**src/rtl/if_fetch_stage.sv**
```systemverilog
// Instruction fetch stage: PC, credit-limited imem requests, in-order response FIFO to decode.
// Optional misaligned-redirect trap enabled by defining IF_MISALIGN_TRAP_EN.
module if_fetch_stage #(
    parameter logic [31:0] RESET_PC = 32'h0000_0000,
    parameter int          DEPTH    = 2
) (
    input  logic        clk,
    input  logic        rst,
    input  logic        redirect_valid,
    input  logic [31:0] redirect_pc,
    output logic        imem_req,
    output logic [31:0] imem_addr,
    input  logic        imem_gnt,
    input  logic        imem_rvalid,
    input  logic [31:0] imem_rdata,
    output logic        out_valid,
    input  logic        out_ready,
    output logic [31:0] out_instr,
    output logic [31:0] out_pc,
    output logic        fetch_fault
);

    localparam int          AW      = $clog2(DEPTH);
    localparam int          CW      = $clog2(DEPTH + 1);
    localparam logic [CW:0] DEPTH_W = (CW + 1)'(DEPTH);
    localparam logic [31:0] NOP     = 32'h0000_0013;

    logic [31:0]   pc;
    logic [CW-1:0] outstanding;
    logic [CW-1:0] outstanding_nxt;
    logic [CW-1:0] drop_cnt;
    logic [CW-1:0] fifo_cnt;
    logic [CW:0]   in_use;

    logic [31:0]   pcq [DEPTH];
    logic [AW-1:0] pcq_wr;
    logic [AW-1:0] pcq_rd;

    logic [31:0]   fifo_instr [DEPTH];
    logic [31:0]   fifo_pc    [DEPTH];
    logic [AW-1:0] wr_ptr;
    logic [AW-1:0] rd_ptr;

    logic          fault_halt;
    logic [31:0]   target;
    logic          hs;
    logic          rsp;
    logic          dropping;
    logic          push;
    logic          pop;

`ifdef IF_MISALIGN_TRAP_EN
    always_ff @(posedge clk or posedge rst) begin
        if (rst) begin
            fault_halt <= 1'b0;
        end else if (redirect_valid) begin
            fault_halt <= (redirect_pc[1:0] != 2'b00);
        end
    end

    assign target      = redirect_pc;
    assign fetch_fault = fault_halt;
`else
    logic unused_lsbs;
    assign unused_lsbs = ^redirect_pc[1:0];
    assign fault_halt  = 1'b0;
    assign target      = {redirect_pc[31:2], 2'b00};
    assign fetch_fault = 1'b0;
`endif

    // Credit counts both buffered words and words still owed by memory.
    assign in_use    = {1'b0, fifo_cnt} + {1'b0, outstanding};
    assign imem_req  = !rst && !redirect_valid && (in_use < DEPTH_W) && !fault_halt;
    assign imem_addr = pc;

    assign hs       = imem_req && imem_gnt;
    assign rsp      = imem_rvalid && (outstanding != '0);
    assign dropping = rsp && (drop_cnt != '0);
    assign push     = rsp && !dropping && !redirect_valid;
    assign pop      = out_valid && out_ready;

    assign out_valid = (fifo_cnt != '0);
    assign out_instr = fifo_instr[rd_ptr];
    assign out_pc    = fifo_pc[rd_ptr];

    // NOTE: every always_comb output gets a default first so no path leaves it unassigned (no latch).
    always_comb begin
        outstanding_nxt = outstanding;
        if (hs && !rsp) begin
            outstanding_nxt = outstanding + 1'b1;
        end else if (!hs && rsp) begin
            outstanding_nxt = outstanding - 1'b1;
        end
    end

    // NOTE: sequential state uses non-blocking assignments so all registers update from pre-edge values.
    always_ff @(posedge clk or posedge rst) begin
        if (rst) begin
            pc          <= RESET_PC;
            outstanding <= '0;
            drop_cnt    <= '0;
            pcq_wr      <= '0;
            pcq_rd      <= '0;
        end else begin
            outstanding <= outstanding_nxt;
            if (hs) begin
                pcq_wr <= pcq_wr + 1'b1;
            end
            if (rsp) begin
                pcq_rd <= pcq_rd + 1'b1;
            end
            if (redirect_valid) begin
                pc       <= target;
                drop_cnt <= outstanding_nxt;
            end else begin
                if (hs) begin
                    pc <= pc + 32'd4;
                end
                if (dropping) begin
                    drop_cnt <= drop_cnt - 1'b1;
                end
            end
        end
    end

    // NOTE: the request-PC queue has no reset; an entry is always written before it is read.
    always_ff @(posedge clk) begin
        if (hs) begin
            pcq[pcq_wr] <= pc;
        end
    end

    // Response FIFO; storage resets so decode sees a NOP at RESET_PC out of reset.
    always_ff @(posedge clk or posedge rst) begin
        if (rst) begin
            for (int i = 0; i < DEPTH; i++) begin
                fifo_instr[i] <= NOP;
                fifo_pc[i]    <= RESET_PC;
            end
            wr_ptr   <= '0;
            rd_ptr   <= '0;
            fifo_cnt <= '0;
        end else if (redirect_valid) begin
            wr_ptr   <= '0;
            rd_ptr   <= '0;
            fifo_cnt <= '0;
        end else begin
            if (push) begin
                fifo_instr[wr_ptr] <= imem_rdata;
                fifo_pc[wr_ptr]    <= pcq[pcq_rd];
                wr_ptr             <= wr_ptr + 1'b1;
            end
            if (pop) begin
                rd_ptr <= rd_ptr + 1'b1;
            end
            if (push && !pop) begin
                fifo_cnt <= fifo_cnt + 1'b1;
            end else if (!push && pop) begin
                fifo_cnt <= fifo_cnt - 1'b1;
            end
        end
    end

endmodule
```
**config.mk**
```make
export PLATFORM = sky130hd
export DESIGN_NAME = if_fetch_stage
export DESIGN_NICKNAME = d
export VERILOG_FILES = /design/src/rtl/if_fetch_stage.sv
export SDC_FILE = /design/constraint.sdc
export NUM_CORES = 1
export LEC_CHECK = 0
export ABC_AREA = 1
export CORE_ASPECT_RATIO = 1.4
export CORE_MARGIN = 2
export CORE_UTILIZATION = 58
export CTS_CLUSTER_SIZE = 28
export DETAILED_ROUTE_END_ITERATION = 10
export GPL_TIMING_DRIVEN = 0
export PLACE_DENSITY = 0.86
export SLEW_MARGIN = 20
export SYNTH_ARGS = -nofsm -noshare
export SYNTH_HDL_FRONTEND = slang
export SYNTH_SLANG_ARGS = --single-unit
```
**constraint.sdc**
```tcl
create_clock -name clk -period 15.25 [get_ports clk]
set_clock_uncertainty 0.05 [all_clocks]
set_input_delay 1.525 -clock clk [delete_from_list [all_inputs] [get_ports clk]]
set_output_delay 1.525 -clock clk [all_outputs]
set_load 0.01 [all_outputs]
```
==> metrics, run 1 <==
leakage=5.77 nW; CP startpoint kind=input port; # port buffers=160; Total GRT Usage=29.1%; switching pwr=0.000823 W; hold-fix buffer count after cts=0; Total Power=0.00234 W; proportion of synthesized area in mux cells=3.07%; sequential share of power=40.2%; cts repair resizes=0; post-synthesis simple-gate area fraction=22.4%; largest family of logic cells by synthesized area=simple AND/OR/NAND/NOR gates; Post-CTS Setup Inserts=0; global route overflow=0; Crit Path Class=input port to output port; Pint=0.00152 W; power per cell area=181 nW/um^2; post-synthesis xor/xnor area fraction=0.852%; post-route ant nets=0; EDFF count, synth=60; Die W=117 um; final worst path period need=4410 ps; H-tree depth=1; Worst slew margin=61.6%; sequential-to-total area share from yosys stat=57.5%; worst hold start=fifo_instr[63]$_DFFE_PP0P_; Worst EP arrival=2830 ps; # rows=57; Hold Violations, Final=0; post-synth top area cell=dfrtp_1; synth warn=0; Comb pwr share=38.0%; Placer Congestion=0.935; ANT cells=0; Sw Share=35.1%; max-slew violation count=0; Main synth FF type=dfrtp_1; total CTS buffers=21; fillers=1188; number of library cell types mapped by synthesis=37; TritonCTS clock tree=built; unrepaired setup endpoints after global routing=false; cell with the most instances after synthesis=nand2_1; Vias=8829; die span in y=162 um; synth cell count leaders=nand2_1, dfrtp_1, nor2_1, inv_1, o21ai_0; transition time of the tightest slew-check pin=576 ps; r2r endpoint=pcq[0][22]$_DFFE_PP_; syn_area_per_cell=8.84 um^2; vias in the first global route=9001; placed cells=1566; Post-synth ARST share=73.2%; Fin Setup TNS=0 ps; FMAX=227 MHz; Residual DRC=0; FF-to-FF setup slack=12620 ps; Layout Cells excl Fill=1604; reg2reg path depth=8; clock tree buffer depth=3; Hold Slack=432 ps; reg2reg start=fifo_cnt[0]$_DFFE_PP0P_; CP endpoint kind=output port; HP Class=flip-flop to flip-flop; clk root buf=clkbuf_16; adder-cell area share of the yosys netlist=0.560%; CTS sink cnt=224; hpwl dp=18900 um; final worst path period share=28.9%; total routed wirelength=26900 um; hold depth=2; clock network power share=21.8%; Pre-antenna DRT Iters=7; Hold EP=fifo_instr[63]$_DFFE_PP0P_; nets@finish=1427; insertion delay to the later sink of the worst-skew pair=500 ps; outcome=finished clean; routed length per instance=16.8 um; Total Die Area=18800 um^2; share of Yosys cell area claimed by the top area cell type=38.5%; worst endpoint required time=13680 ps; Max VDD drop=80.9 uV; 1st-iter DRT viols=627; complex-gate fraction of the synthesized area=8.79%; CP max FO=2; CTS clk-pin slew, worst paths=60 ps; Initial Utilization=59.3%; ranking of synthesized cells by area=dfrtp_1, edfxtp_1, nand2_1; Cell Area, Synth=10300 um^2; Area growth, synth to finish=25.9%; Final Setup Violations=0; Max-Cap Viols=0; share of cells above drive strength 1=8.99%; via/cell ratio=5.50; Ports=169; Post-Synthesis Cells=1163; Yosys reg bits=224; first-pass GRT wire length=43000 um; Core ar.=17300 um^2; largest net degree at the start of global routing=104; initial antenna violation count=0
-- area by class of cell --
type                            instances  area, um^2  area share [%]
Buffer                                 56         319            2.46
Clock buffer                           32         598            4.62
Clock inverter                          6        58.8           0.454
Inverter                              101         387            2.99
Multi-Input combinational cell        786        3700            28.6
Sequential cell                       224        5910            45.7
Tap cell                              236         295            2.28
Timing Repair Buffer                  163        1680            13.0
-- how the worst max path moves through the flow --
| stage | slack (ps) | to | start | depth (start not counted) |
|---|---|---|---|---|
| 5_1_grt | 10780 | imem_req | rst | 5 |
| 4_1_cts | 10830 | imem_req | rst | 5 |
| 2_1_floorplan | 9250 | drop_cnt[0]$_DFFE_PP0P_ | rst | 1 |
| 6_report | 10840 | imem_req | rst | 5 |
| 3_3_place_gp | 7170 | fifo_instr[56]$_DFFE_PP0P_ | rst | 2 |
| 3_5_place_dp | 10830 | imem_req | rst | 5 |
-- kinds of logic (layout without fill, tap and decap cells) --
group / after synthesis / after routing
and+or+nand+nor: 580 / 580
DFF: 224 / 224
AOI/OAI and AO/OA: 159 / 159
buffers and inverters: 157 / 358
muxes: 28 / 28
xor gates and xnor gates: 10 / 10
adders and majority gates: 4 / 4
other: 1 / 5
-- registers in the layout (all words and copies together), names as in the netlist, 2 cells and up --
register	cells
drop_cnt	2
fifo_cnt	2
fifo_instr	64
fifo_pc	60
imem_addr	30
outstanding	2
pcq	60
-- worst max-delay path: stages --
cell and delay (ps):
clkdlybuf4s50_1 520, nor2_2 160, nand2_1 60, inv_1 50, clkdlybuf4s50_1 520
-- power groups by stage --
stage | Clock, W | Combinational [W] | Sequential (W)
after floorplan | 0 | 0.000484 | 0.000921
after global placement | 0 | 0.000845 | 0.000937
after detailed placement | 0 | 0.000877 | 0.000947
after CTS | 0.000511 | 0.000890 | 0.000940
after global routing | 0.000534 | 0.000981 | 0.000963
final | 0.000510 | 0.000891 | 0.000942
-- per-layer routing --
layer | track usage, % | vias up | share of wire [%]
li1 | - | 4123 | -
met1 | 33.5 | 4201 | 36
met2 | 52.4 | 416 | 52
met3 | 3.68 | 89 | 7.2
met4 | 14.6 | 0 | 4.8
met5 | 0 | - | 0
-- layout by cell type, fill, tap and decap left out, drive strengths merged, types with 2 or more instances in the layout --
| master | n |
|---|---|
| a21oi | 5 |
| a31oi | 60 |
| buf | 39 |
| clkbuf | 52 |
| clkdlybuf4s50 | 160 |
| clkinv | 4 |
| conb | 5 |
| dfrtp | 158 |
| dfstp | 6 |
| edfxtp | 60 |
| ha | 3 |
| inv | 102 |
| mux2 | 28 |
| nand2 | 416 |
| nand3 | 35 |
| nand3b | 2 |
| nor2 | 121 |
| nor3 | 3 |
| o211ai | 7 |
| o21ai | 81 |
| o21bai | 4 |
| xor2 | 9 |
-- through the flow --
| step | area (um^2) | util (%) | setup WS [ps] |
|---|---|---|---|
| after floorplan | 10300 | - | 9250 |
| after global placement | 12200 | 70.3 | 7170 |
| after detailed placement | 12300 | 70.9 | 10830 |
| after CTS | 12900 | 74.7 | 10830 |
| after global routing | 12900 | 74.7 | 10780 |
| final | 12900 | 74.7 | 10840 |
Power figures use the tool's default switching activity.
==> inputs of run 2 (changes only) <==
Settings changed: CORE_UTILIZATION 58 to 54, PLACE_DENSITY 0.86 to 0.81.
Clock period 15.25 ns to 4.1 ns, I/O delays scaled along.
==> run 2 against run 1 <==
  * Worst hold slack got worse by 180 ps
  * Largest power group unchanged
  * Register-to-register slack got worse by 11000 ps
  * Sequential share of layout area fell by 0.82 points
  * Power rose to 3.8 times the previous value
  * Sequential power rose to 3.7 times the previous value
  * Setup slack got worse by 9800 ps
==> metrics, run 2 (synthesized netlist as in run 1, its figures left out) <==
Hold Violations, Final=0; total routed wirelength=26300 um; CP max FO=10; switching pwr=0.00308 W; total CTS buffers=22; leakage=5.87 nW; Fin Setup TNS=0 ps; Ports=169; post-route ant nets=0; H-tree depth=1; reg2reg start=fifo_cnt[0]$_DFFE_PP0P_; Die W=121 um; outcome=finished clean; Pre-antenna DRT Iters=5; # port buffers=160; routed length per instance=16.3 um; most frequent cells in the layout=nand2_1, clkdlybuf4s50_1, dfrtp_1; Residual DRC=0; Max VDD drop=381 uV; commonest non-fill, non-tap cell in the layout=nand2_1; Post-CTS Setup Inserts=0; sequential share of power=38.9%; # rows=59; transition time of the tightest slew-check pin=682 ps; hpwl dp=19100 um; FMAX=330 MHz; cts repair resizes=0; Core ar.=18600 um^2; Area growth, synth to finish=28.3%; CTS sink cnt=224; Total Power=0.00901 W; clock tree buffer depth=3; nets@finish=1432; first-pass GRT wire length=43100 um; CTS clk-pin slew, worst paths=60 ps; TritonCTS clock tree=built; die span in y=167 um; register area=5910 um^2; critical path's top delay family=buffers and inverters; unrepaired setup endpoints after global routing=false; vias in the first global route=8606; Worst EP arrival=2570 ps; largest net degree at the start of global routing=35; global route overflow=0; Vias=8619; clk root buf=clkbuf_16; Sw Share=34.2%; Initial Utilization=55.2%; 1st-iter DRT viols=541; HP Class=input port to flip-flop; CP bufs+invs=4; max incr delay on CP=550 ps; Slowest-stage cell, CP=clkdlybuf4s50_1; final worst path period need=3030 ps; fillers=1379; Pint=0.00593 W; max reg flops=64; Comb pwr share=36.6%; Total Die Area=20200 um^2; area of the multi-input gates=3700 um^2; hold-fix buffer count after cts=0; power per cell area=683 nW/um^2; Crit. Startpoint=rd_ptr$_DFFE_PP0P_; Placer Congestion=0.944; insertion delay to the later sink of the worst-skew pair=500 ps; via/cell ratio=5.33; largest registers=fifo_instr: 64 flops, fifo_pc: 60 flops, pcq: 60 flops; share of cells above drive strength 1=9.75%; CP Cell Sequence=buf_2 -> clkbuf_1 -> buf_2 -> nand2_1 -> nand2_1 -> clkdlybuf4s50_1; max-slew violation count=0; largest register by flop count=fifo_instr; final worst path period share=73.9%; CP startpoint kind=flip-flop; Total GRT Usage=26.5%; worst hold start=redirect_valid; Crit Path Class=flip-flop to output port; worst endpoint required time=3640 ps; CP endpoint kind=output port; Max-Cap Viols=0; Worst slew margin=54.5%; Final Setup Violations=0; clock network power share=24.5%; ANT cells=0; initial antenna violation count=0
[run 2: cell types whose count changed in the layout (fill, tap and decap cells not counted), moves of 2 or more]
cell	before	now
clkinvlp_4	0	3
clkbuf_1	27	18
clkinv_1	0	4
clkinv_4	0	2
buf_12	1	4
clkinv_2	4	2
bufinv_16	1	5
[run 2: per-stage QoR]
| stage | util (%) | instances | setup slack, ps | hold slack, ps | instance area (um^2) |
|---|---|---|---|---|---|
| 2_1_floorplan | - | 1167 | 952 | 392 | 10300 |
| 3_3_place_gp | 65.6 | 1571 | 202 | 410 | 12200 |
| 3_5_place_dp | 66.6 | 1578 | 1540 | 430 | 12400 |
| 4_1_cts | 70.9 | 1618 | 1090 | 247 | 13200 |
| 5_1_grt | 70.9 | 1618 | 976 | 255 | 13200 |
| 6_report | 70.9 | 1618 | 1070 | 250 | 13200 |
[run 2: path summary, 6_finish.rpt]
path / to / slack (ps) / cells after the start
min in group asynchronous: fifo_cnt[0]$_DFFE_PP0P_ / 350 / 2
min: drop_cnt[1]$_DFFE_PP0P_ / 250 / 4
max reg2reg: pcq[1][20]$_DFFE_PP_ / 1530 / 8
max in group asynchronous: fifo_instr[0]$_DFFE_PP1P_ / 2520 / 5
min reg2reg: fifo_instr[63]$_DFFE_PP0P_ / 440 / 2
max: out_pc[21] / 1070 / 6
[run 2: metal layers]
metal  wire [um]  vias up  global-route usage (%)
li1            -     4145                       -
met1       10100     4067                    31.7
met2       13800      337                    47.7
met3        1530       70                    3.27
met4         972        0                    11.3
met5           0        -                       0
[run 2: power by group through the flow]
stage               clock network [W]  logic (W)  registers (W)
finish                        0.00221    0.00330        0.00350
global route                  0.00232    0.00366        0.00359
CTS                           0.00222    0.00331        0.00350
detailed placement                  0    0.00327        0.00353
global placement                    0    0.00315        0.00349
floorplan                           0    0.00180        0.00343
[run 2: layout make-up]
type / instances / share of cell area, %
sequential: 224 / 44.9
multi-input combinational: 786 / 28.0
timing repair buffer: 167 / 13.4
clock buffer: 23 / 4.37
inverter: 101 / 2.90
buffer: 56 / 2.42
tap: 244 / 2.32
clock inverter: 17 / 1.71
[run 2: tightest hold or removal path: cells and delay by family]
kind                   cells  cell delay (ps)
buffers and inverters      2              220
AOI/OAI and AO/OA          1              100
and+or+nand+nor            1               40
==> inputs of run 3 (changes only) <==
Clock period 4.1 ns to 3 ns, I/O delays scaled along.
==> run 3 against run 2 <==
  * Power grew 37%
  * Final cell count did not move
  * Core utilization barely moved
  * First-iteration DRC count increased by 1.7%
  * Die area unchanged
  * Global-route usage did not move
  * Clock power increased by 37%
  * Via count barely moved
  * Clock-buffer cell count did not move
  * Combinational power up 37%
  * Largest cell class unchanged
  * Register-to-register slack lost 1100 ps
  * Critical path type unchanged
==> metrics, run 3 (synthesized netlist as in run 1, its figures left out) <==
Worst EP arrival=2530 ps; H-tree depth=1; HP Class=input port to flip-flop; post-route ant nets=0; max reg flops=64; Fin Setup TNS=0 ps; final worst path period share=96.1%; most frequent cells in the layout=nand2_1, clkdlybuf4s50_1, dfrtp_1; CP endpoint kind=output port; Total Die Area=20200 um^2; CP startpoint kind=flip-flop; cell area after placement=12400 um^2; Layout Cells excl Fill=1618; ANT cells=0; hold-fix buffer count after cts=0; Hold Slack=141 ps; Max-Cap Viols=0; Pre-antenna DRT Iters=7; Final Setup Violations=0; total CTS buffers=22; global route overflow=0; largest registers=fifo_instr: 64 flops, fifo_pc: 60 flops, pcq: 60 flops; unrepaired setup endpoints after global routing=false; transition time of the tightest slew-check pin=675 ps; final instance area=13200 um^2; clk root buf=clkbuf_16; Initial Utilization=55.2%; Worst slew margin=54.9%; clock tree buffer depth=3; via/cell ratio=5.33; Total GRT Usage=26.5%; first-pass GRT wire length=43100 um; Area growth, synth to finish=28.3%; Post-CTS Setup Inserts=0; Residual DRC=0; Max VDD drop=521 uV; TritonCTS clock tree=built; FMAX=347 MHz; max-slew violation count=0; # port buffers=160; power per cell area=934 nW/um^2; Core ar.=18600 um^2; Vias=8618; Ports=169; hpwl dp=19100 um; Crit Path Class=flip-flop to output port; Placer Congestion=0.944; commonest non-fill, non-tap cell in the layout=nand2_1; share of cells above drive strength 1=9.83%; 1st-iter DRT viols=550; Total Power=0.0123 W; # rows=59; CP max FO=10; insertion delay to the later sink of the worst-skew pair=500 ps; cts repair resizes=0; leakage=5.88 nW; total routed wirelength=26300 um; Hold Violations, Final=0; final worst path period need=2880 ps; die span in y=167 um; worst endpoint required time=2650 ps; outcome=finished clean; CTS clk-pin slew, worst paths=60 ps; CTS sink cnt=224; largest net degree at the start of global routing=35; Die W=121 um; placed cells=1578; routed length per instance=16.3 um; nets@finish=1432; initial antenna violation count=0; vias in the first global route=8606; largest register by flop count=fifo_instr
==> run 3: cell counts in the layout (fill, tap and decap cells not counted) <==
No cell type changed its count.
==> run 3: per-stage QoR <==
step	utilization, %	worst slack [ps]
finish	70.9	118
global route	70.9	27.1
CTS	70.9	102
detailed placement	66.6	440
global placement	65.6	-886
floorplan	-	-148
==> run 3: power breakdown <==
group	total [W]	leakage, nW	internal (W)	switching (W)
Combinational	0.00451	2.93	0.00209	0.00242
Clock	0.00302	0.386	0.00184	0.00118
Sequential	0.00479	2.56	0.00418	0.000613
Total	0.0123	5.88	0.00810	0.00421
==> run 3: final timing paths <==
path / from / depth (start not counted) / slack [ps] / end
setup / recovery: rd_ptr$_DFFE_PP0P_ / 6 / 120 / out_pc[13]
hold / removal: redirect_valid / 4 / 140 / drop_cnt[1]$_DFFE_PP0P_
setup reg to reg: fifo_cnt[0]$_DFFE_PP0P_ / 8 / 430 / pcq[1][30]$_DFFE_PP_
hold reg to reg: fifo_instr[63]$_DFFE_PP0P_ / 2 / 440 / fifo_instr[63]$_DFFE_PP0P_
max in group asynchronous: rst / 5 / 1530 / fifo_instr[0]$_DFFE_PP1P_
min in group asynchronous: rst / 2 / 230 / fifo_cnt[0]$_DFFE_PP0P_
==> run 3: critical path, stage by stage (launching register included) <==
cell             delay (ps)
dfrtp_1                 390
buf_2                   200
inv_2                   220
clkbuf_1                400
nand2_1                 130
nand2_1                 140
clkdlybuf4s50_1         550
==> run 3: metal layers <==
layer | vias to the layer above | wire length (um) | track usage, %
met5 | - | 0 | 0
met4 | 0 | 997 | 11.3
met3 | 71 | 1570 | 3.27
met2 | 352 | 13800 | 47.7
met1 | 4052 | 10000 | 31.7
li1 | 4143 | - | -
==> run 3: layout make-up <==
cell class	count	area (um^2)
sequential	224	5910
inverter	101	383
tap	244	305
multi-input combinational	786	3700
fill	1380	5420
buffer	56	320
clock buffer	23	576
timing repair buffer	167	1760
clock inverter	17	225
